[config.mk]
export PLATFORM = sky130hd
export DESIGN_NAME = wall_renderer
export DESIGN_NICKNAME = d
export VERILOG_FILES = /design/src/rtl/wall_renderer.sv
export SDC_FILE = /design/constraint.sdc
export NUM_CORES = 1
export LEC_CHECK = 0
export CORE_MARGIN = 10
export CORE_UTILIZATION = 47
export DETAILED_ROUTE_END_ITERATION = 10
export PLACE_DENSITY = 0.75
export SLEW_MARGIN = 40
export SYNTH_ARGS = -nofsm -noshare
export SYNTH_HDL_FRONTEND = slang
export SYNTH_SLANG_ARGS = --single-unit
[constraint.sdc]
create_clock -name clk -period 3.05 [get_ports clk]
set_input_delay 0.4575 -clock clk [delete_from_list [all_inputs] [get_ports clk]]
set_output_delay 0.4575 -clock clk [all_outputs]
set_load 0.1 [all_outputs]
[src/rtl/wall_renderer.sv]
// Wall strip renderer: turns a wall position and hole row into column-major VGA pixel writes.
// Define WALL_RENDERER_ERASE_EN to erase the previously drawn strip before each redraw.
module wall_renderer #(
  parameter int         WALL_WIDTH  = 4,
  parameter int         HOLE_HEIGHT = 50,
  parameter int         SCREEN_W    = 160,
  parameter int         SCREEN_H    = 120,
  parameter logic [2:0] WALL_COLOUR = 3'b010,
  parameter logic [2:0] BG_COLOUR   = 3'b000
) (
  input  logic       clk,
  input  logic       reset,
  input  logic       start,
  input  logic [7:0] wall_x,
  input  logic [7:0] hole_y,
  output logic [7:0] x,
  output logic [6:0] y,
  output logic [2:0] colour,
  output logic       plot,
  output logic       busy,
  output logic       done
);

  localparam int          CW       = (WALL_WIDTH > 1) ? $clog2(WALL_WIDTH) : 1;
  localparam logic [8:0]  SW9      = 9'(SCREEN_W);
  localparam logic [8:0]  HOLE9    = 9'(HOLE_HEIGHT);
  localparam logic [6:0]  ROW_LAST = 7'(SCREEN_H - 1);
  localparam logic [CW-1:0] COL_LAST = CW'(WALL_WIDTH - 1);

  typedef struct packed {
    logic [7:0] x;
    logic [6:0] y;
    logic [2:0] colour;
    logic       plot;
  } pix_t;

`ifdef WALL_RENDERER_ERASE_EN
  typedef enum logic [1:0] {IDLE, ERASE, DRAW, DONE} state_t;
`else
  typedef enum logic [1:0] {IDLE, DRAW, DONE} state_t;
`endif

  state_t        state;
  logic [7:0]    new_x;
  logic [7:0]    new_hole;
  logic [CW-1:0] col;
  logic [6:0]    row;
  pix_t          px;
`ifdef WALL_RENDERER_ERASE_EN
  logic [7:0]    old_x;
  logic          drawn_valid;
`endif

  // Column sum and hole bound are 9 bits wide so neither clipping nor the hole test can wrap.
  function automatic pix_t mk_pix(input logic [7:0] base, input logic [CW-1:0] c,
                                  input logic [6:0] r, input logic is_draw,
                                  input logic [7:0] hole);
    logic [8:0] sum;
    logic [8:0] r9;
    logic [8:0] lo;
    logic       in_hole;
    pix_t       p;
    sum     = {1'b0, base} + 9'(c);
    r9      = {2'b00, r};
    lo      = {1'b0, hole};
    in_hole = (r9 >= lo) && (r9 < lo + HOLE9);
    p.x      = sum[7:0];
    p.y      = r;
    p.plot   = (sum < SW9);
    p.colour = (is_draw && !in_hole) ? WALL_COLOUR : BG_COLOUR;
    return p;
  endfunction

  logic          row_end;
  logic          last;
  logic [CW-1:0] col_n;
  logic [6:0]    row_n;

  always_comb begin
    row_end = (row == ROW_LAST);
    last    = row_end && (col == COL_LAST);
    row_n   = row_end ? 7'd0 : row + 7'd1;
    col_n   = row_end ? col + CW'(1) : col;
  end

  // The pixel for the state being entered is registered on the same edge, so plot
  // rises the cycle after start is accepted and passes run back to back.
  always_ff @(posedge clk) begin
    if (reset) begin
      state       <= IDLE;
      new_x       <= '0;
      new_hole    <= '0;
      col         <= '0;
      row         <= '0;
      px          <= '{x: 8'd0, y: 7'd0, colour: BG_COLOUR, plot: 1'b0};
      busy        <= 1'b0;
      done        <= 1'b0;
`ifdef WALL_RENDERER_ERASE_EN
      old_x       <= '0;
      drawn_valid <= 1'b0;
`endif
    end else begin
      done    <= 1'b0;
      px.plot <= 1'b0;
      case (state)
        IDLE: begin
          if (start) begin
            new_x    <= wall_x;
            new_hole <= hole_y;
            col      <= '0;
            row      <= '0;
            busy     <= 1'b1;
`ifdef WALL_RENDERER_ERASE_EN
            if (drawn_valid) begin
              state <= ERASE;
              px    <= mk_pix(old_x, '0, 7'd0, 1'b0, hole_y);
            end else
`endif
            begin
              state <= DRAW;
              px    <= mk_pix(wall_x, '0, 7'd0, 1'b1, hole_y);
            end
          end
        end
`ifdef WALL_RENDERER_ERASE_EN
        ERASE: begin
          if (last) begin
            col   <= '0;
            row   <= '0;
            state <= DRAW;
            px    <= mk_pix(new_x, '0, 7'd0, 1'b1, new_hole);
          end else begin
            col <= col_n;
            row <= row_n;
            px  <= mk_pix(old_x, col_n, row_n, 1'b0, new_hole);
          end
        end
`endif
        DRAW: begin
          if (last) begin
            state <= DONE;
            done  <= 1'b1;
          end else begin
            col <= col_n;
            row <= row_n;
            px  <= mk_pix(new_x, col_n, row_n, 1'b1, new_hole);
          end
        end
        DONE: begin
          state <= IDLE;
          busy  <= 1'b0;
`ifdef WALL_RENDERER_ERASE_EN
          old_x       <= new_x;
          drawn_valid <= 1'b1;
`endif
        end
        default: state <= IDLE;
      endcase
    end
  end

  assign x      = px.x;
  assign y      = px.y;
  assign colour = px.colour;
  assign plot   = px.plot;

endmodule

==> results of run 1 <==
-- cell families after synthesis --
kind of cell    Yosys count  share of synthesized area
simple gates            100                      0.204
compound gates           70                      0.202
flops                    45                      0.385
buf+inv                  26                     0.0557
fa+ha+maj                17                     0.0942
xor+xnor                 14                     0.0525
other cells               1                    0.00160
mux                       1                    0.00428
-- state kept, by name, summed over array words and instances, names as in the netlist --
name	cells
row	6
done	1
col	2
new_hole	8
y	7
state	2
plot	1
busy	1
colour	1
new_x	8
x	8
-- metal layers --
metal  up-vias  global-route usage
met1       942               0.160
li1       1034                   -
met3         5              0.0324
met5         -                   0
met2        56               0.182
met4         0              0.0584
-- power by group through the flow --
stage / clock network [W] / registers [W] / logic, W
6_report: 0.000539 / 0.000635 / 0.000270
5_1_grt: 0.000572 / 0.000639 / 0.000291
4_1_cts: 0.000549 / 0.000635 / 0.000271
3_5_place_dp: 0 / 0.000648 / 0.000270
3_3_place_gp: 0 / 0.000648 / 0.000267
2_1_floorplan: 0 / 0.000726 / 0.000118
-- per-stage QoR --
stage               hold WS [ns]  worst slack (ns)
finish                     0.445             0.217
CTS                        0.449             0.144
global placement           0.434             0.258
detailed placement         0.437             0.156
global route               0.483            0.0337
floorplan                  0.436             0.191
-- path summary, 6_finish.rpt --
kind	startpoint	end	slack (ns)	cells past startpoint
max reg2reg	row[0]	colour[1]	0.22	12
max	row[0]	colour[1]	0.22	12
min	y[4]	y[4]	0.45	2
min reg2reg	y[4]	y[4]	0.45	2
-- cell usage after synthesis, types with 2 or more instances --
master,n,area (µm²)
nor3_1,2,10.0
ha_1,16,200
a21o_1,8,60.1
a211oi_1,3,22.5
xor2_1,9,78.8
or2_2,2,12.5
o21ba_2,2,20.0
nor4_1,4,25.0
a222oi_1,7,70.1
or3_1,2,12.5
nand2b_1,3,18.8
buf_4,4,30.0
dfxtp_1,45,901
inv_1,12,45.0
clkbuf_1,6,22.5
xnor2_1,5,43.8
nor2b_1,4,25.0
a31oi_1,2,12.5
a22o_1,3,26.3
nand2_1,44,165
nand3_1,5,25.0
o21ai_0,10,50.1
nor3b_1,4,30.0
a21oi_1,27,135
buf_6,2,22.5
nor2_1,21,78.8
-- cell type report --
type / count / area (µm²) / share of cell area
multi-input cells: 204 / 1330 / 0.460
flip-flops and latches: 45 / 901 / 0.312
repair buffers: 46 / 390 / 0.135
well taps: 67 / 83.8 / 0.0291
clock buffers: 5 / 68.8 / 0.0239
clock inverters: 3 / 68.8 / 0.0239
inverters: 12 / 45.0 / 0.0156
-- worst register-to-register path, cell delays in order, from the launching register on --
cell and delay (ns):
dfxtp_1 0.40, ha_1 0.19, nand4_1 0.14, nor2_2 0.18, buf_4 0.21, nor2_1 0.10
ha_1 0.32, a21oi_1 0.12, o21ai_0 0.09, a2111oi_1 0.51, o21a_1 0.20, a211oi_1 0.04
a211o_1 0.24
-- what timing repair did --
action,CTS,global route
hold buffers,0,0
gates resized for setup,0,3
endpoints found under the setup margin,0,4
==> results.json, run 1 <==
{
  "area_growth_pct": 23.4,
  "first_global_vias": 1908,
  "outcome": "finished clean",
  "post-cts-setup-buffers": 0,
  "antenna_found_initial": 0,
  "swShare": 0.284,
  "layout.nets": 350,
  "dieArea_um2": 8190,
  "utilization": 0.603,
  "ys_seq_area_frac": 0.385,
  "clk_pin_slew_ns": 0.08,
  "crit_chain": "ha_1, nand4_1, nor2_2, buf_4, nor2_1, ha_1, a21oi_1, o21ai_0, a2111oi_1, o21a_1, a211oi_1, a211o_1",
  "most-common-layout-cells": "dfxtp_1, nand2_1, buf_4",
  "critical_path_class": "reg -> reg",
  "wl_met3_um": 314,
  "syn_area_um2": 2340,
  "critPathMaxFanout": 11,
  "clockPowerShare": 0.373,
  "end_kind": "flip-flop",
  "power.total_w": 0.00144,
  "fin_crit_ns": 2.83,
  "ir_drop_mv": 0.325,
  "fin_area_um2": 2890,
  "top_layer": "met4",
  "crit_path_frequent_cell": "ha_1",
  "clockRootBuffer": "clkbuf_8",
  "crit_buf_inv": 1,
  "maxCapViolations": 0,
  "drt-met1-wl_mm": 2.42,
  "viasPerCell": 5.33,
  "cts_sinks": 45,
  "drt-initial-drc-count": 114,
  "wl_met2_mm": 2.31,
  "placed_cell_area_um2": 2740,
  "cts_made_buffers": 5,
  "grt_max_degree": 33,
  "die-width_um": 90.5,
  "final_cells": 382,
  "synth_ff_type": "dfxtp_1",
  "critPathArrivalTime_ns": 3.02,
  "clk_latency_ns": 0.30,
  "grt-ovfl-total": 0,
  "cp.required_ns": 3.24,
  "final_max_slew_viol_count": 0,
  "synthArstFlopShare": 0,
  "synth_edf_count": 0,
  "p_comb_frac": 0.187,
  "slew_headroom": 0.647,
  "dp.cells": 374,
  "net-switching-power_w": 0.000410,
  "power.density_nw_per_um2": 500,
  "drive_gt1_frac": 0.152,
  "setup_viol_count_final": 0,
  "fill_cells": 431,
  "finalWirelength_mm": 5.10,
  "seq_power_share": 0.440,
  "track_usage": 0.123,
  "synth_cells": 274,
  "ys_ff_latch": 45,
  "core_region_area_um2": 4790,
  "final_common_cell": "dfxtp_1",
  "hold_class": "reg -> reg",
  "h-tree-depth": 2,
  "rows": 25,
  "drtPass1Iterations": 6,
  "die_h_um": 90.5,
  "critical-path-top-delay-family": "compound AO/OA/AOI/OAI gates",
  "grt_pass1_wl_mm": 8.65,
  "ios": 40,
  "start_util": 0.488,
  "max_freq_mhz": 353,
  "tns_ns": 0,
  "routedWlPerCell_um": 13.4,
  "synth_area_per_cell_um2": 8.53,
  "cts_tree": "built",
  "synth.distinct_cells": 48,
  "slowest_stage": "a2111oi_1",
  "cp_slowest_stage_delay_ns": 0.51,
  "period_share": 0.929,
  "cts_buffer_depth": 2,
  "drc": 0,
  "fin_skew_ns": 0.0107,
  "tightest_slew_ns": 0.529,
  "p_leak_nw": 1.26,
  "postRouteAntennaNets": 0,
  "vias": 2037,
  "globalplace.congestion": 0.798,
  "p_int_w": 0.00103,
  "antenna_cells": 0,
  "ys_warn_count": 0,
  "portBuffers": 37,
  "rsz0062_at_grt": "no",
  "timing_hold_violations_final": 0,
  "startpoint_type": "flip-flop",
  "hpwlAfterDp_mm": 3.89
}
No activity file was read; power rests on OpenSTA's default activity.
==> run 2: changes to the inputs <==
--- a/config.mk
+++ b/config.mk
@@ -7,9 +7,10 @@
 export LEC_CHECK = 0
 export CORE_MARGIN = 10
 export CORE_UTILIZATION = 47
+export CTS_CLUSTER_DIAMETER = 100
 export DETAILED_ROUTE_END_ITERATION = 10
 export PLACE_DENSITY = 0.75
-export SLEW_MARGIN = 40
+export SLEW_MARGIN = 10
 export SYNTH_ARGS = -nofsm -noshare
 export SYNTH_HDL_FRONTEND = slang
 export SYNTH_SLANG_ARGS = --single-unit
==> run 2 against run 1 <==
Via count fell by 0.74%. Count of clock-buffer cells in the layout is the same. Die area unchanged. Register-to-register slack about the same. Final cell count stayed put. Final area shrank 0.13%. Critical path type unchanged. Critical endpoint is now plot. Largest cell class unchanged.
==> results.json, run 2 (synthesis gave the netlist of run 1 again) <==
{
  "outcome": "finished clean",
  "utilization": 0.602,
  "timing_hold_violations_final": 0,
  "slowest_stage": "dfxtp_1",
  "grt_pass1_wl_mm": 8.80,
  "globalplace.congestion": 0.798,
  "final-seq-area_um2": 901,
  "cts_sinks": 45,
  "first_global_vias": 1875,
  "antenna_cells": 0,
  "crit_buf_inv": 2,
  "grt-ovfl-total": 0,
  "viasPerCell": 5.29,
  "tns_ns": 0,
  "drt-initial-drc-count": 128,
  "critical_path_class": "reg -> reg",
  "fill_cells": 434,
  "rsz0062_at_grt": "no",
  "grt_max_degree": 33,
  "seq_power_share": 0.439,
  "clk_latency_ns": 0.31,
  "die_h_um": 90.5,
  "tightest_slew_ns": 0.909,
  "startpoint_type": "flip-flop",
  "routedWlPerCell_um": 13.7,
  "critPathMaxFanout": 11,
  "drive_gt1_frac": 0.149,
  "clk_pin_slew_ns": 0.09,
  "area_growth_pct": 23.3,
  "hpwlAfterDp_mm": 3.92,
  "final_max_slew_viol_count": 0,
  "postRouteAntennaNets": 0,
  "p_comb_frac": 0.187,
  "crit_chain": "ha_1, nand4_1, nor2_2, buf_4, mux2i_1, inv_1, ha_1, a21oi_1, nor2_2, nor4bb_1, o21ai_0, a32oi_1, nor3_1",
  "multi_input_area_um2": 1320,
  "antenna_found_initial": 0,
  "ios": 40,
  "most-common-layout-cells": "dfxtp_1, nand2_1, buf_4",
  "track_usage": 0.126,
  "hold_class": "reg -> reg",
  "fin_area_um2": 2880,
  "swShare": 0.285,
  "critPathArrivalTime_ns": 3.02,
  "cts_buffer_depth": 2,
  "drtPass1Iterations": 4,
  "h-tree-depth": 2,
  "p_int_w": 0.00103,
  "start_util": 0.488,
  "core_region_area_um2": 4790,
  "dieArea_um2": 8190,
  "drc": 0,
  "vias": 2022,
  "layout.nets": 350,
  "rows": 25,
  "finalWirelength_mm": 5.24,
  "p_leak_nw": 1.26,
  "placed_cell_area_um2": 2740,
  "fin_skew_ns": 0.0140,
  "net-switching-power_w": 0.000412,
  "period_share": 0.932,
  "end_kind": "flip-flop",
  "setup_viol_count_final": 0,
  "max_freq_mhz": 352,
  "fin_crit_ns": 2.84,
  "final_common_cell": "dfxtp_1",
  "hold_buffers": 0,
  "rr_startpoint": "row[0]",
  "cts_made_buffers": 5,
  "clockPowerShare": 0.374,
  "die-width_um": 90.5,
  "portBuffers": 37,
  "cts_tree": "built",
  "slew_headroom": 0.394,
  "critical-path-top-delay-family": "simple AND/OR/NAND/NOR gates",
  "cp.required_ns": 3.23,
  "power.density_nw_per_um2": 502,
  "maxCapViolations": 0,
  "hp-start": "y[4]",
  "cp_slowest_stage_delay_ns": 0.40,
  "ir_drop_mv": 0.368,
  "startpoint": "row[0]",
  "clockRootBuffer": "clkbuf_8"
}
run 2: cell counts in the layout (fill, tap and decap cells not counted):
No cell type changed its count.
run 2: power by group through the flow:
| stage | Combinational (W) | Clock (W) | Sequential (W) |
|---|---|---|---|
| after detailed placement | 0.000270 | 0 | 0.000648 |
| after CTS | 0.000271 | 0.000548 | 0.000635 |
| after global placement | 0.000267 | 0 | 0.000648 |
| after floorplan | 0.000118 | 0 | 0.000726 |
| final | 0.000270 | 0.000541 | 0.000635 |
| after global routing | 0.000291 | 0.000574 | 0.000639 |
run 2: metrics by stage:
step	std cells	hold slack [ns]	setup WS, ns	total power [W]
after floorplan	275	0.436	0.191	0.000845
after global placement	374	0.434	0.258	0.000915
final	382	0.452	0.208	0.00145
after CTS	382	0.449	0.116	0.00145
after detailed placement	374	0.436	0.168	0.000918
after global routing	382	0.483	0.00283	0.00150
run 2: final timing paths:
| kind | to | slack [ns] | cells after the start |
|---|---|---|---|
| min reg2reg | y[4] | 0.45 | 2 |
| max | plot | 0.21 | 13 |
| max reg2reg | plot | 0.21 | 13 |
| min | y[4] | 0.45 | 2 |
run 2: routing by layer:
metal  global-route usage  part of all wire
met1                0.162              0.47
met3               0.0349             0.058
met2                0.195              0.46
met4               0.0438             0.013
met5                    0                 0
run 2: final cells by class:
| class | count | area share |
|---|---|---|
| multi-input cells | 204 | 0.459 |
| flip-flops and latches | 45 | 0.313 |
| repair buffers | 46 | 0.135 |
| well taps | 67 | 0.0291 |
| clock buffers | 5 | 0.0239 |
| clock inverters | 3 | 0.0239 |
| inverters | 12 | 0.0156 |
run 2: repair_timing:
action / in CTS / in global routing
setup buffers: 0 / 0
resized for setup: 0 / 3
setup endpoints to repair: 0 / 4
run 2: worst reg2reg max path, stage by stage, from the launching register on:
cell      delay [ns]
dfxtp_1         0.40
ha_1            0.19
nand4_1         0.14
nor2_2          0.18
buf_4           0.20
mux2i_1         0.27
inv_1           0.08
ha_1            0.28
a21oi_1         0.09
nor2_2          0.21
nor4bb_1        0.30
o21ai_0         0.11
a32oi_1         0.21
nor3_1          0.06
